<file path="src/rtl/attn_sched_pkg.sv">
// Shared types and helpers for the attention-score burst scheduler.
// Round-robin search and FSM encoding live here so the top and any checker agree on them.
package attn_sched_pkg;

  localparam int N_DEF     = 4;
  localparam int DW_DEF    = 32;
  localparam int TAG_D_DEF = 8;
  localparam int RR_MAXN   = 16;

  typedef enum logic [0:0] {
    ST_IDLE = 1'b0,
    ST_LOCK = 1'b1
  } state_e;

  typedef struct packed {
    logic       found;
    logic [3:0] idx;
  } rr_res_t;

  // First set bit of req at or above ptr, wrapping at n. The loop runs from the
  // far end back towards ptr so the last hit written is the highest-priority one.
  function automatic rr_res_t rr_first(input logic [15:0] req, input logic [3:0] ptr,
                                       input int n);
    rr_res_t res;
    int      idx;
    res = '0;
    for (int k = RR_MAXN - 1; k >= 0; k--) begin
      if (k < n) begin
        idx = int'(ptr) + k;
        if (idx >= n) idx = idx - n;
        if (req[idx[3:0]]) begin
          res.found = 1'b1;
          res.idx   = idx[3:0];
        end
      end
    end
    return res;
  endfunction

endpackage

</file>
<file path="src/rtl/attn_tag_fifo.sv">
// In-order FIFO of source IDs for beats sent to the shared unit.
// Head is read from registered storage; full/empty come from the registered count.
module attn_tag_fifo
  import attn_sched_pkg::*;
#(
  parameter int W = 2,
  parameter int D = TAG_D_DEF
) (
  input  logic         clk,
  input  logic         rst_n,
  input  logic         push,
  input  logic         pop,
  input  logic [W-1:0] din,
  output logic [W-1:0] dout,
  output logic         full,
  output logic         empty
);

  localparam int AW = (D > 1) ? $clog2(D) : 1;

  logic [W-1:0] mem_q [D];
  logic [W-1:0] mem_d [D];
  logic [AW-1:0] wr_q, wr_d;
  logic [AW-1:0] rd_q, rd_d;
  logic [AW:0]   cnt_q, cnt_d;
  logic          do_push, do_pop;

  assign full    = (cnt_q == (AW + 1)'(D));
  assign empty   = (cnt_q == '0);
  assign do_push = push & ~full;
  assign do_pop  = pop & ~empty;
  assign dout    = mem_q[rd_q];

  always_comb begin
    mem_d = mem_q;
    wr_d  = wr_q;
    rd_d  = rd_q;
    cnt_d = cnt_q;
    if (do_push) begin
      mem_d[wr_q] = din;
      wr_d        = wr_q + 1'b1;
    end
    if (do_pop) begin
      rd_d = rd_q + 1'b1;
    end
    if (do_push && !do_pop) begin
      cnt_d = cnt_q + 1'b1;
    end else if (!do_push && do_pop) begin
      cnt_d = cnt_q - 1'b1;
    end
  end

  always_ff @(posedge clk or negedge rst_n) begin
    if (!rst_n) begin
      for (int i = 0; i < D; i++) begin
        mem_q[i] <= '0;
      end
      wr_q  <= '0;
      rd_q  <= '0;
      cnt_q <= '0;
    end else begin
      mem_q <= mem_d;
      wr_q  <= wr_d;
      rd_q  <= rd_d;
      cnt_q <= cnt_d;
    end
  end

endmodule

</file>
<file path="src/rtl/attn_score_burst_sched.sv">
// Round-robin burst scheduler sharing one pipelined score unit among N row engines.
// Accepted beats are tagged in order so unit results can be steered back to their owner.
module attn_score_burst_sched
  import attn_sched_pkg::*;
#(
  parameter int  N     = N_DEF,
  parameter int  DW    = DW_DEF,
  parameter int  TAG_D = TAG_D_DEF,
  localparam int IDW   = $clog2(N)
) (
  input  logic            clk,
  input  logic            rst_n,
  input  logic [N-1:0]    req_valid,
  input  logic [N-1:0]    req_last,
  input  logic [N*DW-1:0] req_data,
  output logic [N-1:0]    req_ready,
  output logic            unit_in_valid,
  input  logic            unit_in_ready,
  output logic [DW-1:0]   unit_in_data,
  output logic [IDW-1:0]  unit_in_src,
  input  logic            unit_out_valid,
  input  logic [DW-1:0]   unit_out_data,
  output logic [N-1:0]    rsp_valid,
  output logic [DW-1:0]   rsp_data,
  output logic            busy,
  output logic            err_orphan
);

  // Handshake: a beat moves when valid and ready are both high on a rising edge.
  // unit_in_valid never looks at unit_in_ready; req_ready is ready-through from the unit.

  state_e          state_q, state_d;
  logic [IDW-1:0]  ptr_q, ptr_d;
  logic [IDW-1:0]  owner_q, owner_d;
  logic [N-1:0]    rsp_valid_q, rsp_valid_d;
  logic [DW-1:0]   rsp_data_q, rsp_data_d;
  logic            err_orphan_q, err_orphan_d;

  logic            locked;
  logic            owner_valid;
  logic            owner_last;
  logic            xfer;
  logic            tag_full;
  logic            tag_empty;
  logic            tag_pop;
  logic [IDW-1:0]  tag_head;
  logic [15:0]     req_ext;
  logic [3:0]      ptr_ext;
  rr_res_t         rr;

  assign locked = (state_q == ST_LOCK);

  always_comb begin
    owner_valid  = 1'b0;
    owner_last   = 1'b0;
    unit_in_data = '0;
    for (int i = 0; i < N; i++) begin
      if (owner_q == IDW'(i)) begin
        owner_valid  = req_valid[i];
        owner_last   = req_last[i];
        unit_in_data = req_data[i*DW +: DW];
      end
    end
  end

  assign unit_in_valid = locked & owner_valid & ~tag_full;
  assign unit_in_src   = owner_q;
  assign xfer          = unit_in_valid & unit_in_ready;

  always_comb begin
    req_ready = '0;
    for (int i = 0; i < N; i++) begin
      req_ready[i] = locked & (owner_q == IDW'(i)) & unit_in_ready & ~tag_full;
    end
  end

  always_comb begin
    req_ext            = '0;
    req_ext[N-1:0]     = req_valid;
    ptr_ext            = '0;
    ptr_ext[IDW-1:0]   = ptr_q;
    rr                 = rr_first(req_ext, ptr_ext, N);
  end

  // The grant is held until the owner's last beat moves; a dropped valid only stalls.
  always_comb begin
    state_d = state_q;
    ptr_d   = ptr_q;
    owner_d = owner_q;
    case (state_q)
      ST_IDLE: begin
        if (rr.found) begin
          owner_d = rr.idx[IDW-1:0];
          state_d = ST_LOCK;
        end
      end
      ST_LOCK: begin
        if (xfer && owner_last) begin
          ptr_d   = (owner_q == IDW'(N - 1)) ? '0 : owner_q + 1'b1;
          state_d = ST_IDLE;
        end
      end
      default: state_d = ST_IDLE;
    endcase
  end

  assign tag_pop = unit_out_valid & ~tag_empty;

  always_comb begin
    rsp_valid_d  = '0;
    rsp_data_d   = rsp_data_q;
    err_orphan_d = err_orphan_q | (unit_out_valid & tag_empty);
    if (tag_pop) begin
      rsp_valid_d = {{(N - 1){1'b0}}, 1'b1} << tag_head;
      rsp_data_d  = unit_out_data;
    end
  end

  always_ff @(posedge clk or negedge rst_n) begin
    if (!rst_n) begin
      state_q      <= ST_IDLE;
      ptr_q        <= '0;
      owner_q      <= '0;
      rsp_valid_q  <= '0;
      rsp_data_q   <= '0;
      err_orphan_q <= 1'b0;
    end else begin
      state_q      <= state_d;
      ptr_q        <= ptr_d;
      owner_q      <= owner_d;
      rsp_valid_q  <= rsp_valid_d;
      rsp_data_q   <= rsp_data_d;
      err_orphan_q <= err_orphan_d;
    end
  end

  assign rsp_valid  = rsp_valid_q;
  assign rsp_data   = rsp_data_q;
  assign err_orphan = err_orphan_q;
  assign busy       = locked | ~tag_empty;

  attn_tag_fifo #(
    .W (IDW),
    .D (TAG_D)
  ) u_tag_fifo (
    .clk   (clk),
    .rst_n (rst_n),
    .push  (xfer),
    .pop   (tag_pop),
    .din   (owner_q),
    .dout  (tag_head),
    .full  (tag_full),
    .empty (tag_empty)
  );

endmodule

</file>
<file path="config.mk">
export PLATFORM = sky130hd
export DESIGN_NAME = attn_score_burst_sched
export DESIGN_NICKNAME = d
export VERILOG_FILES = /design/src/rtl/attn_sched_pkg.sv /design/src/rtl/attn_tag_fifo.sv /design/src/rtl/attn_score_burst_sched.sv
export SDC_FILE = /design/constraint.sdc
export NUM_CORES = 1
export LEC_CHECK = 0
export ABC_CLOCK_PERIOD_IN_PS = 2900
export BUFFER_PORTS_ARGS = -buffer_cell sky130_fd_sc_hd__buf_2
export CORE_MARGIN = 3
export CORE_UTILIZATION = 40
export DETAILED_ROUTE_END_ITERATION = 6
export PLACE_DENSITY = 0.78
export SYNTH_ARGS = -nofsm -noshare
export SYNTH_HDL_FRONTEND = slang
export SYNTH_SLANG_ARGS = --single-unit
</file>
<file path="constraint.sdc">
create_clock -name clk -period 2.9 [get_ports clk]
set_clock_uncertainty 0.15 [all_clocks]
set_input_delay 0.435 -clock clk [delete_from_list [all_inputs] [get_ports clk]]
set_output_delay 0.435 -clock clk [all_outputs]
set_load 0.02 [all_outputs]
</file>
### Word level (Yosys, flattened, before mapping)

Cells that the tools add are included.

| word-level totals | value |
|---|---|
| register bits after elaboration | 68 |
| input bits | 172 |
| output and inout bits | 77 |
| word-level logic and storage cells | 123 |

| cells by class | value |
|---|---|
| add/subtract/negate cells | 12 |
| order comparisons | 11 |
| eq/ne operators | 4 |
| shifts and indexed selects | 1 |
| mux-type cells | 41 |
| bitwise gates (word level) | 26 |
| reduce and logical (&&, ||, !) cells | 11 |

Operators by type and width:

| kind | number |
|---|---|
| $mux W32 | 4 |
| $mux W4 | 7 |
| $lt A4 B5 Y1 const B | 4 |
| $mux W5 | 4 |
| $and A1 B1 Y1 | 19 |
| $bmux W1 S4 | 4 |
| $bwmux W16 | 1 |
| $mux W1 | 14 |
| $sub A3 B3 Y4 const B | 3 |
| $ge A3 B3 Y1 const B | 3 |
| $ge A4 B4 Y1 const B | 2 |
| $mux W2 | 4 |
| $not A3 Y4 | 2 |
| $add A2 B2 Y3 const B | 2 |
| $add A3 B1 Y3 const B | 2 |
| $bmux W2 S3 | 1 |
| $demux W2 S3 | 1 |
| $add A4 B1 Y4 const B | 1 |
| $eq A2 B2 Y1 const B | 2 |
| $eq A4 B4 Y1 const B | 1 |
| $logic_and A1 B1 Y1 | 4 |
| $logic_not A4 Y1 | 1 |
| $lt A4 B1 Y1 const B | 1 |
| $reduce_and A2 Y1 | 2 |
| other kinds (13) | 17 |

### Logic depth before layout (Yosys ltp)

| logic depth | value |
|---|---|
| depth in word-level cells | 13 |
| depth in mapped cells | 16 |
| depth with buffers taken out | 13 |

### Cells and area by module

From an unflattened synthesis, not the netlist that was laid out.

| second synthesis, totals | value |
|---|---|
| cells, all modules | 504 |
| area total of the unflattened synthesis | 4371.7 µm² |

Modules (own cells, without submodules):

| module | times used | cells an instance | area an instance (µm²) | seq. area each (µm²) |
|---|---|---|---|---|
| attn_score_burst_sched | 1 | 400 | 2937.8 | 1051.0 |
| attn_tag_fifo | 1 | 104 | 1433.9 | 650.6 |

### Worst setup path after synthesis

OpenSTA, ideal clock, no wires.

| timing | value |
|---|---|
| kind | reg2reg |
| start point | reg owner_q[0], in the netlist unit_in_src[0] |
| end point | reg u_tag_fifo.cnt_q[3] |
| library setup time | 0.125 ns |
| data arrival time | 3.003 ns |
| path slack | -0.378 ns |
| cell stages (with the launch flop) | 17 |
| buffers on the path | 3 |
| clock period less this slack | 3.278 ns |
| cell sequence | dfrtp_1 > clkbuf_1 > inv_1 > ha_1 > buf_4 > and3b_1 > o221ai_2 > a21oi_4 > buf_6 > ha_1 > inv_1 > ha_1 > a21o_1 > a21oi_1 > xnor2_1 > nor2_1 > xor2_1 |

| between the ends | value |
|---|---|
| longest elaborated chain between the ends | 12 |
| elaborated cells on any way between the ends | 17 |

RTL lines:

| item | line | source |
|---|---|---|
| start, declared | attn_score_burst_sched.sv:34 | `logic [IDW-1:0] owner_q, owner_d;` |
| start signal, assigned | attn_score_burst_sched.sv:130 | `owner_q <= owner_d;` |
| $logic_not A2 Y1 | attn_score_burst_sched.sv:58 | `if (owner_q == IDW'(i)) begin` |
| $mux W1 (3 in series) | attn_score_burst_sched.sv:58 |  |
| $mux W1 (*) | attn_score_burst_sched.sv:58 |  |
| $and A1 B1 Y1 (*) (2 in series) | attn_score_burst_sched.sv:66 | `assign unit_in_valid = locked & owner_valid & ~tag_full;` |
| $and A1 B1 Y1 (*) | attn_score_burst_sched.sv:68 | `assign xfer = unit_in_valid & unit_in_ready;` |
| $and A1 B1 Y1 (*) | attn_tag_fifo.sv:30 | `assign do_push = push & ~full;` |
| via u_tag_fifo.do_push | attn_tag_fifo.sv:26 | `logic do_push, do_pop;` |
| $logic_not A1 Y1 | attn_tag_fifo.sv:48 | `end else if (!do_push && do_pop) begin` |
| $logic_and A1 B1 Y1 | attn_tag_fifo.sv:48 |  |
| $reduce_bool A2 Y1 (no line) | - |  |
| end signal, assigned | attn_tag_fifo.sv:65 | `cnt_q <= cnt_d;` |
| end, declared | attn_tag_fifo.sv:25 | `logic [AW:0] cnt_q, cnt_d;` |

The timed path passes the listed nets; every way through them passes the cells marked *.
A chain may end at the register's enable or synchronous reset.

### Final worst setup path

| timing | value |
|---|---|
| start point | reg owner_q[1], in the netlist unit_in_src[1] |
| end point | out unit_in_data[14] |

| between the ends | value |
|---|---|
| longest elaborated chain between the ends | 5 |
| elaborated cells on any way between the ends | 8 |

RTL lines:

| item | line | source |
|---|---|---|
| $logic_not A2 Y1 | attn_score_burst_sched.sv:58 |  |
| $mux W32 (3 in series) | attn_score_burst_sched.sv:58 |  |
| $mux W32 (*) | attn_score_burst_sched.sv:58 |  |
| end, declared | attn_score_burst_sched.sv:19 | `output logic [DW-1:0] unit_in_data,` |

Mark *: on every way between the ends. The rest lies on a longest branch, timed or not.

==> results by group <==
Status
  – Status: finished, final reports clean

GRT
  – First-pass GRT wire length: 21670 um
  – Initial antenna violation count: 0
  – GR Overflow Total: 0
  – GRT Total Usage: 23.17%
  – Pin count of the biggest net entering global routing: 42
  – Vias in the first global route: 4429

Finish
  – Most common cell after layout, fill and taps aside: buf_2
  – Layout cells sized above 1: 45.07%
  – Fill cells: 932
  – Area Growth Syn to Fin: 39.80%
  – Inserted Diodes: 0
  – Fin area: 0.005968 mm2
  – Most frequent cells in the layout: buf_2, nand2_1, dfrtp_1
  – Nets: 923

Setup path
  – Critical path cell sequence: inv_6 > ha_4 > nor2b_4 > buf_8 > a221o_1 > o21ai_0 > o21ai_0 > buf_2
  – Crit-path slowest cell: dfrtp_2
  – Startpoint Class: flop
  – WP data arrival: 2.17 ns
  – CP Max Fanout: 19
  – CP Class: flop to primary output
  – Crit path largest cell delay: 0.48 ns
  – Data required time of the critical path: 2.32 ns
  – Critical path endpoint category: primary output
  – Cell mode on critical path: o21ai_0

Drt
  – Drt pass-1 iters: 7
  – Vias: 4604
  – Initial drt markers: 479
  – Avg WL per Cell: 16.65 um
  – Antenna viol nets, final: 0
  – Drt drc: 0
  – DRT Wirelength: 14610 um
  – Vias per Instance: 5.250

Floorplanning
  – Die height: 109.3 um
  – Die area: 0.01195 mm2
  – Row cnt: 37
  – Chip width: 109.3 um
  – Starting density of the core: 41.17%
  – Boundary Pins: 249
  – Core area: 0.01037 mm2

STA
  – Max Slew Vio Count: 0
  – Fmax achieved: 0.3624 GHz
  – Setup TNS: 0 ns
  – Final setup fails: 0
  – Min Tclk post-route: 2.760 ns
  – Slew HR: 67.98%
  – Final period util: 95.16%
  – Worst-Margin Slew: 0.4803 ns
  – Final Hold Violating Endpoints: 0

Clocking
  – Clk slew on worst S/H paths: 0.08 ns
  – Clk root buf: clkbuf_8
  – CTS tree: built
  – Worst-Skew Late Latency: 0.33 ns
  – Total CTS buffers: 9
  – Clock sinks: 68
  – Longest Clk Path Bufs: 2
  – H-tree depth: 3

Placed design
  – RePlAce Congestion: 0.8522
  – Detailed Place HPWL: 11410 um
  – Placed inst area: 0.005677 mm2
  – IO Port Bufs: 248

Synth
  – Synth Instances: 495
  – Number of flops mapped to enable cells by yosys: 0
  – Synthesized cell area: 0.004269 mm2
  – Async SR Flop Fraction: 100.0%
  – Post-synthesis net count: 682
  – Synthesized flop and latch total: 68
  – Sequential area share after synthesis: 39.86%
  – Distinct cells, synth: 53
  – Ys flop type: dfrtp_1
  – Yosys warns: 0
  – Mean Syn Cell Area: 8.624 um2

Power
  – NetSw: 3.265 mW
  – Leakage power: 3.114 nW
  – Maximum VDD drop: 640.5 uV
  – Logic gate share of total power: 63.6%
  – Clock power frac: 12.4%
  – Power density over the cells: 1138 mW/mm2
  – Switching Share: 48.07%
  – Internal Pwr Total: 3.527 mW
  – Register share of total power: 24.0%

Flow run
  – Max-Cap Viols: 0

Worst hold path
  – Worst hold path class: input port to flop
-- final timing paths --
kind	from	endpoint	slack, ns	cells past startpoint
setup / recovery	unit_in_src[1]	unit_in_data[14]	0.14	8
hold / removal	unit_out_data[15]	rsp_data[15]	0.14	3
setup reg to reg	unit_in_src[1]	u_tag_fifo.cnt_q[3]	0.28	13
hold reg to reg	rsp_data[15]	rsp_data[15]	0.32	2
max in group asynchronous	rst_n	rsp_data[3]	1.40	3
min in group asynchronous	rst_n	rsp_data[18]	0.44	2
-- through the flow --
step                hold WS [ns]  power (mW)  worst slack [ns]  cells  utilization, %
global route              0.1257       7.319         -0.004582    877           57.55
floorplan               -0.01059       4.591           0.02813    495               -
detailed placement        0.2756       5.819            0.1320    854           54.74
finish                    0.1367       6.793            0.1404    877           57.55
CTS                       0.1204       6.740           0.04803    873           57.19
global placement          0.2580       5.684            0.2133    854           54.74
-- registers in the layout, summed over array words and instances (netlist names) --
| register | flops |
|---|---|
| rsp_data | 32 |
| u_tag_fifo.mem_q | 16 |
| rsp_valid | 4 |
| u_tag_fifo.cnt_q | 4 |
| u_tag_fifo.rd_q | 3 |
| u_tag_fifo.wr_q | 3 |
| ptr_q | 2 |
| unit_in_src | 2 |
| err_orphan | 1 |
| locked | 1 |
-- cell usage after synthesis (3+ instances only) --
cell type / count / area, um2
a21o_1: 3 / 22.52
a21oi_1: 21 / 105.1
a221o_1: 24 / 240.2
buf_1: 5 / 18.77
buf_2: 5 / 25.02
buf_6: 3 / 33.78
clkbuf_1: 24 / 90.09
dfrtp_1: 68 / 1702
ha_1: 14 / 175.2
inv_1: 10 / 37.54
mux2_2: 21 / 236.5
mux2i_1: 4 / 40.04
mux4_2: 4 / 90.09
nand2_1: 153 / 574.3
nand3_1: 10 / 50.05
nand4b_1: 3 / 26.28
nor2_1: 14 / 52.55
nor2b_1: 4 / 25.02
o21ai_0: 60 / 300.3
xnor2_1: 6 / 52.55
-- area by class of cell --
type / instances / area [um2] / share of cell area (%)
flip-flops and latches: 68 / 1704 / 28.55
clock inverters: 6 / 88.84 / 1.488
inverters: 12 / 52.55 / 0.8805
well taps: 136 / 170.2 / 2.851
clock buffers: 10 / 127.6 / 2.138
repair buffers: 268 / 1409 / 23.61
multi-input cells: 377 / 2416 / 40.48
-- metal layers --
| metal | vias up | global-route usage [%] | share of wire [%] |
|---|---|---|---|
| met5 | - | 0 | 0 |
| met4 | 0 | 5.521 | 1.2 |
| met3 | 18 | 5.696 | 9.4 |
| met2 | 213 | 41.89 | 50 |
| met1 | 2172 | 27.71 | 39 |
| li1 | 2201 | - | - |
-- power groups by stage --
stage | Combinational, mW | Sequential, mW | Clock [mW]
final | 4.32 | 1.63 | 0.845
after detailed placement | 4.16 | 1.66 | 0
after floorplan | 2.88 | 1.71 | 0
after global placement | 4.05 | 1.64 | 0
after CTS | 4.23 | 1.66 | 0.859
after global routing | 4.71 | 1.69 | 0.918
-- logic make-up (layout without fill, tap and decap cells) --
logic type      after synthesis  after routing  synth area share [%]
mux                          32             32                 9.613
simple gates                200            200                 20.37
buf+inv                      50            296                 5.158
flops                        68             68                 39.86
xor+xnor                      8              8                 1.641
compound gates              122            122                 18.79
fa+ha+maj                    15             15                 4.572
-- worst max-delay path, delay by kind of cell (launching register included) --
| kind | cells | cell delay (ns) |
|---|---|---|
| AO/OA/AOI/OAI | 3 | 0.44 |
| AND/OR/NAND/NOR | 1 | 0.24 |
| flip-flops | 1 | 0.48 |
| adder cells (fa/ha/maj) | 1 | 0.20 |
| buffers and inverters | 3 | 0.48 |
-- timing repair --
item / CTS / global route
hold buffers: 1 / 0
gates resized for setup: 6 / 6
buffers inserted: 2 / 4
setup endpoints to repair: 20 / 21
hold endpoints to repair: 19 / 0
No activity file was read; power rests on OpenSTA's default activity.
